==> src/rtl/pipeline_trace_buffer.sv <==
// pipeline_trace_buffer: retirement trace capture plus saturating event counters
// for the MEM/WB stage of the 5-stage pipeline.
// Optional build macro TRACE_FILTER_X0_EN: when defined, retirements writing x0
// are not recorded, do not advance the post-trigger countdown and cannot trigger.
//
// state     | meaning
// ----------+----------------------------------------------------------
// IDLE      | nothing recorded, waiting for arm
// ARMED     | recording into the circular buffer, watching for trigger PC
// TRIGGERED | recording the post-trigger window, post_left records to go
// DONE      | buffer frozen until the next arm
module pipeline_trace_buffer #(
   parameter int XLEN  = 64,
   parameter int DEPTH = 16,
   parameter int CNT_W = 32
) (
   input  logic                     clk,
   input  logic                     reset,
   input  logic                     wb_valid,
   input  logic [XLEN-1:0]          wb_pc,
   input  logic [4:0]               wb_rd,
   input  logic [XLEN-1:0]          wb_data,
   input  logic                     stall,
   input  logic                     flush,
   input  logic                     arm,
   input  logic                     trig_en,
   input  logic [XLEN-1:0]          trig_pc,
   input  logic [$clog2(DEPTH)-1:0] post_cnt,
   input  logic                     clr_cnt,
   input  logic                     rd_req,
   input  logic [$clog2(DEPTH)-1:0] rd_idx,
   output logic                     rd_valid,
   output logic [XLEN-1:0]          rd_pc,
   output logic [4:0]               rd_rd,
   output logic [XLEN-1:0]          rd_data,
   output logic [1:0]               trc_state,
   output logic [$clog2(DEPTH):0]   entry_count,
   output logic [CNT_W-1:0]         cyc_cnt,
   output logic [CNT_W-1:0]         ret_cnt,
   output logic [CNT_W-1:0]         stall_cnt,
   output logic [CNT_W-1:0]         flush_cnt
);

   localparam int AW = $clog2(DEPTH);
   localparam logic [AW:0] FULL = (AW+1)'(DEPTH);

   typedef enum logic [1:0] {
      IDLE      = 2'd0,
      ARMED     = 2'd1,
      TRIGGERED = 2'd2,
      DONE      = 2'd3
   } trc_state_t;

   trc_state_t      state, state_nxt;
   logic [AW-1:0]   wr_ptr;
   logic [AW-1:0]   post_left, post_nxt;
   logic            rec;
   logic            eligible;
   logic            trig_hit;
   logic [AW-1:0]   rd_addr;
   logic            rd_hit;

   logic [XLEN-1:0] mem_pc   [DEPTH];
   logic [4:0]      mem_rd   [DEPTH];
   logic [XLEN-1:0] mem_data [DEPTH];

`ifdef TRACE_FILTER_X0_EN
   assign eligible = wb_valid && (wb_rd != 5'd0);
`else
   assign eligible = wb_valid;
`endif

   assign trig_hit  = trig_en && (wb_pc == trig_pc);
   assign trc_state = state;

   // Next-state logic: arm always wins, otherwise record while armed/triggered.
   always_comb begin
      state_nxt = state;
      post_nxt  = post_left;
      rec       = 1'b0;
      if (arm) begin
         state_nxt = ARMED;
         post_nxt  = '0;
      end else begin
         case (state)
            ARMED: begin
               if (eligible) begin
                  rec = 1'b1;
                  if (trig_hit) begin
                     if (post_cnt == '0) begin
                        state_nxt = DONE;
                     end else begin
                        post_nxt  = post_cnt;
                        state_nxt = TRIGGERED;
                     end
                  end
               end
            end
            TRIGGERED: begin
               if (eligible) begin
                  rec      = 1'b1;
                  post_nxt = post_left - 1'b1;
                  if (post_left <= 1) state_nxt = DONE;
               end
            end
            default: ;
         endcase
      end
   end

   // Capture control registers: state, write pointer, fill level, post-trigger countdown.
   always_ff @(posedge clk or posedge reset) begin
      if (reset) begin
         state       <= IDLE;
         wr_ptr      <= '0;
         entry_count <= '0;
         post_left   <= '0;
      end else begin
         state     <= state_nxt;
         post_left <= post_nxt;
         if (arm) begin
            wr_ptr      <= '0;
            entry_count <= '0;
         end else if (rec) begin
            wr_ptr <= wr_ptr + 1'b1;
            if (entry_count != FULL) entry_count <= entry_count + 1'b1;
         end
      end
   end

   // Trace storage; contents are don't-care after reset so no reset here.
   always_ff @(posedge clk) begin
      if (rec) begin
         mem_pc[wr_ptr]   <= wb_pc;
         mem_rd[wr_ptr]   <= wb_rd;
         mem_data[wr_ptr] <= wb_data;
      end
   end

   // Index 0 is the oldest entry; modulo wrap comes free from the AW-bit width.
   assign rd_addr = wr_ptr - entry_count[AW-1:0] + rd_idx;
   assign rd_hit  = ({1'b0, rd_idx} < entry_count);

   // Registered readout: reads sample pre-edge storage, so a same-cycle write is not seen.
   always_ff @(posedge clk or posedge reset) begin
      if (reset) begin
         rd_valid <= 1'b0;
         rd_pc    <= '0;
         rd_rd    <= '0;
         rd_data  <= '0;
      end else begin
         rd_valid <= rd_req;
         if (rd_req) begin
            if (rd_hit) begin
               rd_pc   <= mem_pc[rd_addr];
               rd_rd   <= mem_rd[rd_addr];
               rd_data <= mem_data[rd_addr];
            end else begin
               rd_pc   <= '0;
               rd_rd   <= '0;
               rd_data <= '0;
            end
         end
      end
   end

   function automatic logic [CNT_W-1:0] sat_next(input logic [CNT_W-1:0] cnt,
                                                 input logic inc, input logic clr);
      if (clr)                      return '0;
      else if (inc && (cnt != '1))  return cnt + 1'b1;
      else                          return cnt;
   endfunction

   // Saturating performance counters; clear beats increment, arm leaves them alone.
   always_ff @(posedge clk or posedge reset) begin
      if (reset) begin
         cyc_cnt   <= '0;
         ret_cnt   <= '0;
         stall_cnt <= '0;
         flush_cnt <= '0;
      end else begin
         cyc_cnt   <= sat_next(cyc_cnt, 1'b1, clr_cnt);
         ret_cnt   <= sat_next(ret_cnt, wb_valid, clr_cnt);
         stall_cnt <= sat_next(stall_cnt, stall, clr_cnt);
         flush_cnt <= sat_next(flush_cnt, flush, clr_cnt);
      end
   end

endmodule

==> config.mk <==
export PLATFORM = sky130hd
export DESIGN_NAME = pipeline_trace_buffer
export DESIGN_NICKNAME = d
export VERILOG_FILES = /design/src/rtl/pipeline_trace_buffer.sv
export SDC_FILE = /design/constraint.sdc
export NUM_CORES = 2
export LEC_CHECK = 0
export ABC_AREA = 1
export CORE_UTILIZATION = 40
export CTS_CLUSTER_DIAMETER = 60
export DETAILED_ROUTE_END_ITERATION = 10
export PLACE_DENSITY = 0.63
export SYNTH_ARGS = -nofsm -noshare
export SYNTH_HDL_FRONTEND = slang
export SYNTH_SLANG_ARGS = --single-unit
export TNS_END_PERCENT = 100
==> constraint.sdc <==
create_clock -name clk -period 17.5 [get_ports clk]
set_input_delay 1.75 -clock clk [delete_from_list [all_inputs] [get_ports clk]]
set_output_delay 1.75 -clock clk [all_outputs]
set_load 0.01 [all_outputs]
==> results_dict.tcl <==
set metrics [dict create \
    outcome "complete, but fails checks" \
    violations "DRC" \
    synth_compound_area_frac 0.105 \
    first_global_vias 63800 \
    drive_gt1_frac 0.0618 \
    synth_top_family_by_area "simple AND/OR/NAND/NOR gates" \
    yosys_warnings 0 \
    htreeDepth 5 \
    cts-resized-gates 0 \
    die_area_mm2 0.246 \
    cts_setup_buffers 0 \
    path_cells "clkdlybuf4s50_1 > inv_1 > fa_1 > inv_1 > fa_4 > inv_8 > buf_4 > buf_4 > buf_4 > o21ai_0 > o221ai_1 > o21ai_0 > nand2_1 > nand3_1 > nand2_1" \
    cellPowerDensity_mw_per_mm2 190 \
    final_hold_viol_count 0 \
    via_per_inst 5.66 \
    max_freq_ghz 0.137 \
    cts_buffer_depth 4 \
    grt_pass1_wl_um 423000 \
    grt_max_degree 255 \
    cp_data_arrival_time_ns 8.18 \
    rows 181 \
    relSlewSlack 0.140 \
    syn_nets 8399 \
    layout.nets 8759 \
    gp_congestion 0.866 \
    hold_buffers 0 \
    cp_slowest_cell "buf_4" \
    cap_viol_max_count 0 \
    final_cell_mix "2128 x edfxtp_1, 1530 x nand2_1, 1075 x o21ai_0" \
    dieHeight_um 496 \
    core-area_mm2 0.243 \
    first_iter_violations 7800 \
    cp_top_family "buffers and inverters" \
    critPathMaxStageDelay_ns 0.89 \
    synthAdderAreaFrac 0.00330 \
    worstPathMaxFanout 143 \
    hp-class "reg -> reg" \
    seq_area_frac_synth 0.725 \
    instances_no_fill 11900 \
    avgSynthCellArea_um2 12.0 \
    synth_flop_cell "edfxtp_1" \
    critical_path_required_ns 18.36 \
    cts_tree "done" \
    post-route-period-util 0.418 \
    clk-insertion-delay-late_ns 0.94 \
    clk_pin_slew_ns 0.06 \
    worst_slack_ns 10.18 \
    setup_viol 0 \
    first_pass_iters 9 \
    clkSinkCount 2405 \
    wl_um 290000 \
    start_util 0.402 \
    yosys-mux-area-fraction 0 \
    synthCells 8161 \
    utilization 0.470 \
    drv_slew 0 \
    root_buffer "clkbuf_16" \
    irDropWorstVdd_uv 350 \
    rsz0062_at_grt "false" \
    final_common_cell "edfxtp_1" \
    placedCellCount 11400 \
    synth-simple-area-share 0.131 \
    worst_slew_pin_slew_ns 1.29 \
    critPathMostFrequentCell "buf_4" \
    tns_ns 0 \
    die_w_um 496 \
    end_kind "flop" \
    filler_cell_count 21400 \
    io_pins 483 \
    crit_buf_inv 7 \
    fin_skew_ns 0.0527 \
    track_usage 0.230 \
    area_growth_pct 16.9 \
    synth_edf_count 2128 \
    post-place-ws_ns 9.36 \
    routedWlPerCell_um 24.3 \
    post-dp-hpwl_um 148000 \
    cp-start-kind "input port" \
    ys_seq_elements 2405 \
    synthArstFlopShare 0.115 \
    num_vias 67600 \
    post-route-min-period_ns 7.32 \
    cts_inserted_buffers 278 \
    p_leak_nw 39.1 \
    synth-xor-area-share 0.00563 \
    yosysUniqueCellTypes 47 \
    grt_overflow 0 \
    ant_nets 0 \
    io_buffers 482 \
    route.detailed.drc 4 \
    syn_area_mm2 0.0977 \
    path_class "in -> reg" \
    antenna_found_initial 45 \
]
## final timing paths
check	to	slack, ns	cells past startpoint	start
worst max-delay path	rd_pc[23]	10.18	15	rd_idx[1]
worst min-delay path	rd_data[60]	0.48	2	rd_data[60]
worst max register to register	rd_pc[23]	11.09	14	wr_ptr[1]
worst min register to register	rd_data[60]	0.48	2	rd_data[60]
max in group asynchronous	rd_pc[44]	14.67	3	reset
min in group asynchronous	rd_data[4]	1.36	2	reset
## layer usage
layer,track usage,vias to the layer above,share of wire
li1,-,30100,-
met1,0.328,33700,0.43
met2,0.357,3179,0.45
met3,0.0414,519,0.088
met4,0.0727,16,0.027
met5,0,-,0.00036
## cells by family (layout without fill, tap and decap cells)
| kind of cell | after synthesis | in the layout |
|---|---|---|
| AO/OA/AOI/OAI | 1757 | 1757 |
| AND/OR/NAND/NOR | 3151 | 3151 |
| other | 0 | 16 |
| flip-flops | 2405 | 2405 |
| buffers and inverters | 762 | 1319 |
| adder cells (fa/ha/maj) | 24 | 24 |
| XOR/XNOR | 62 | 62 |
## flip-flops by register name, summed over array words and instances, names as in the netlist, 2 cells and up
register	flops
mem_data	1024
stall_cnt	32
cyc_cnt	32
mem_rd	80
mem_pc	1024
ret_cnt	32
post_left	4
rd_data	64
flush_cnt	32
trc_state	2
wr_ptr	4
rd_pc	64
rd_rd	5
entry_count	5
## synth_stat cells, types with 8 or more instances
library cell	number	area [µm²]
edfxtp_1	2128	63900
o21ai_1	15	75.1
or2_2	12	75.1
nor2_1	1015	3810
nand4_1	56	350
dfrtp_1	277	6930
ha_1	21	263
o221ai_1	187	1640
nand3_1	413	2070
a21oi_1	189	946
nand2_1	1530	5740
xor2_1	37	324
o211ai_1	19	143
clkbuf_1	373	1400
o21ai_0	1075	5380
inv_2	12	45.0
o31ai_1	26	195
nor4_1	12	75.1
inv_1	252	946
a32o_1	39	390
xnor2_1	24	210
buf_2	94	470
a22oi_1	58	435
a221o_1	27	270
a31oi_1	31	194
nor3_1	91	455
o21ai_2	8	70.1
o22ai_1	77	482
buf_1	27	101
## power by group
| part | switching (W) | internal, W | leakage (nW) |
|---|---|---|---|
| registers | 0.000135 | 0.00646 | 22.9 |
| logic | 0.00669 | 0.00287 | 12.0 |
| clock network | 0.00225 | 0.00325 | 4.19 |
| total | 0.00907 | 0.0126 | 39.1 |
## worst min-delay path, delay by kind of cell (launching register included)
kind	cells	cell delay [ns]
AND/OR/NAND/NOR	2	0.10
flip-flops	1	0.34
## final cells by class
class,instances,area [µm²],area share
Sequential cell,2405,70800,0.620
Timing Repair Buffer,578,5730,0.0501
Clock inverter,105,906,0.00793
Clock buffer,372,7650,0.0670
Multi-Input combinational cell,4994,24000,0.210
Antenna cell,16,40.0,0.000350
Inverter,264,1030,0.00902
Tap cell,3202,4010,0.0351
## metrics by stage
step | total power [W] | instance area, µm² | hold WS, ns
floorplan | 0.0133 | 97700 | 0.464
CTS | 0.0217 | 114000 | 0.482
detailed placement | 0.0162 | 106000 | 0.465
global route | 0.0230 | 114000 | 0.495
finish | 0.0217 | 114000 | 0.475
global placement | 0.0160 | 106000 | 0.466
Power figures use the tool's default switching activity.
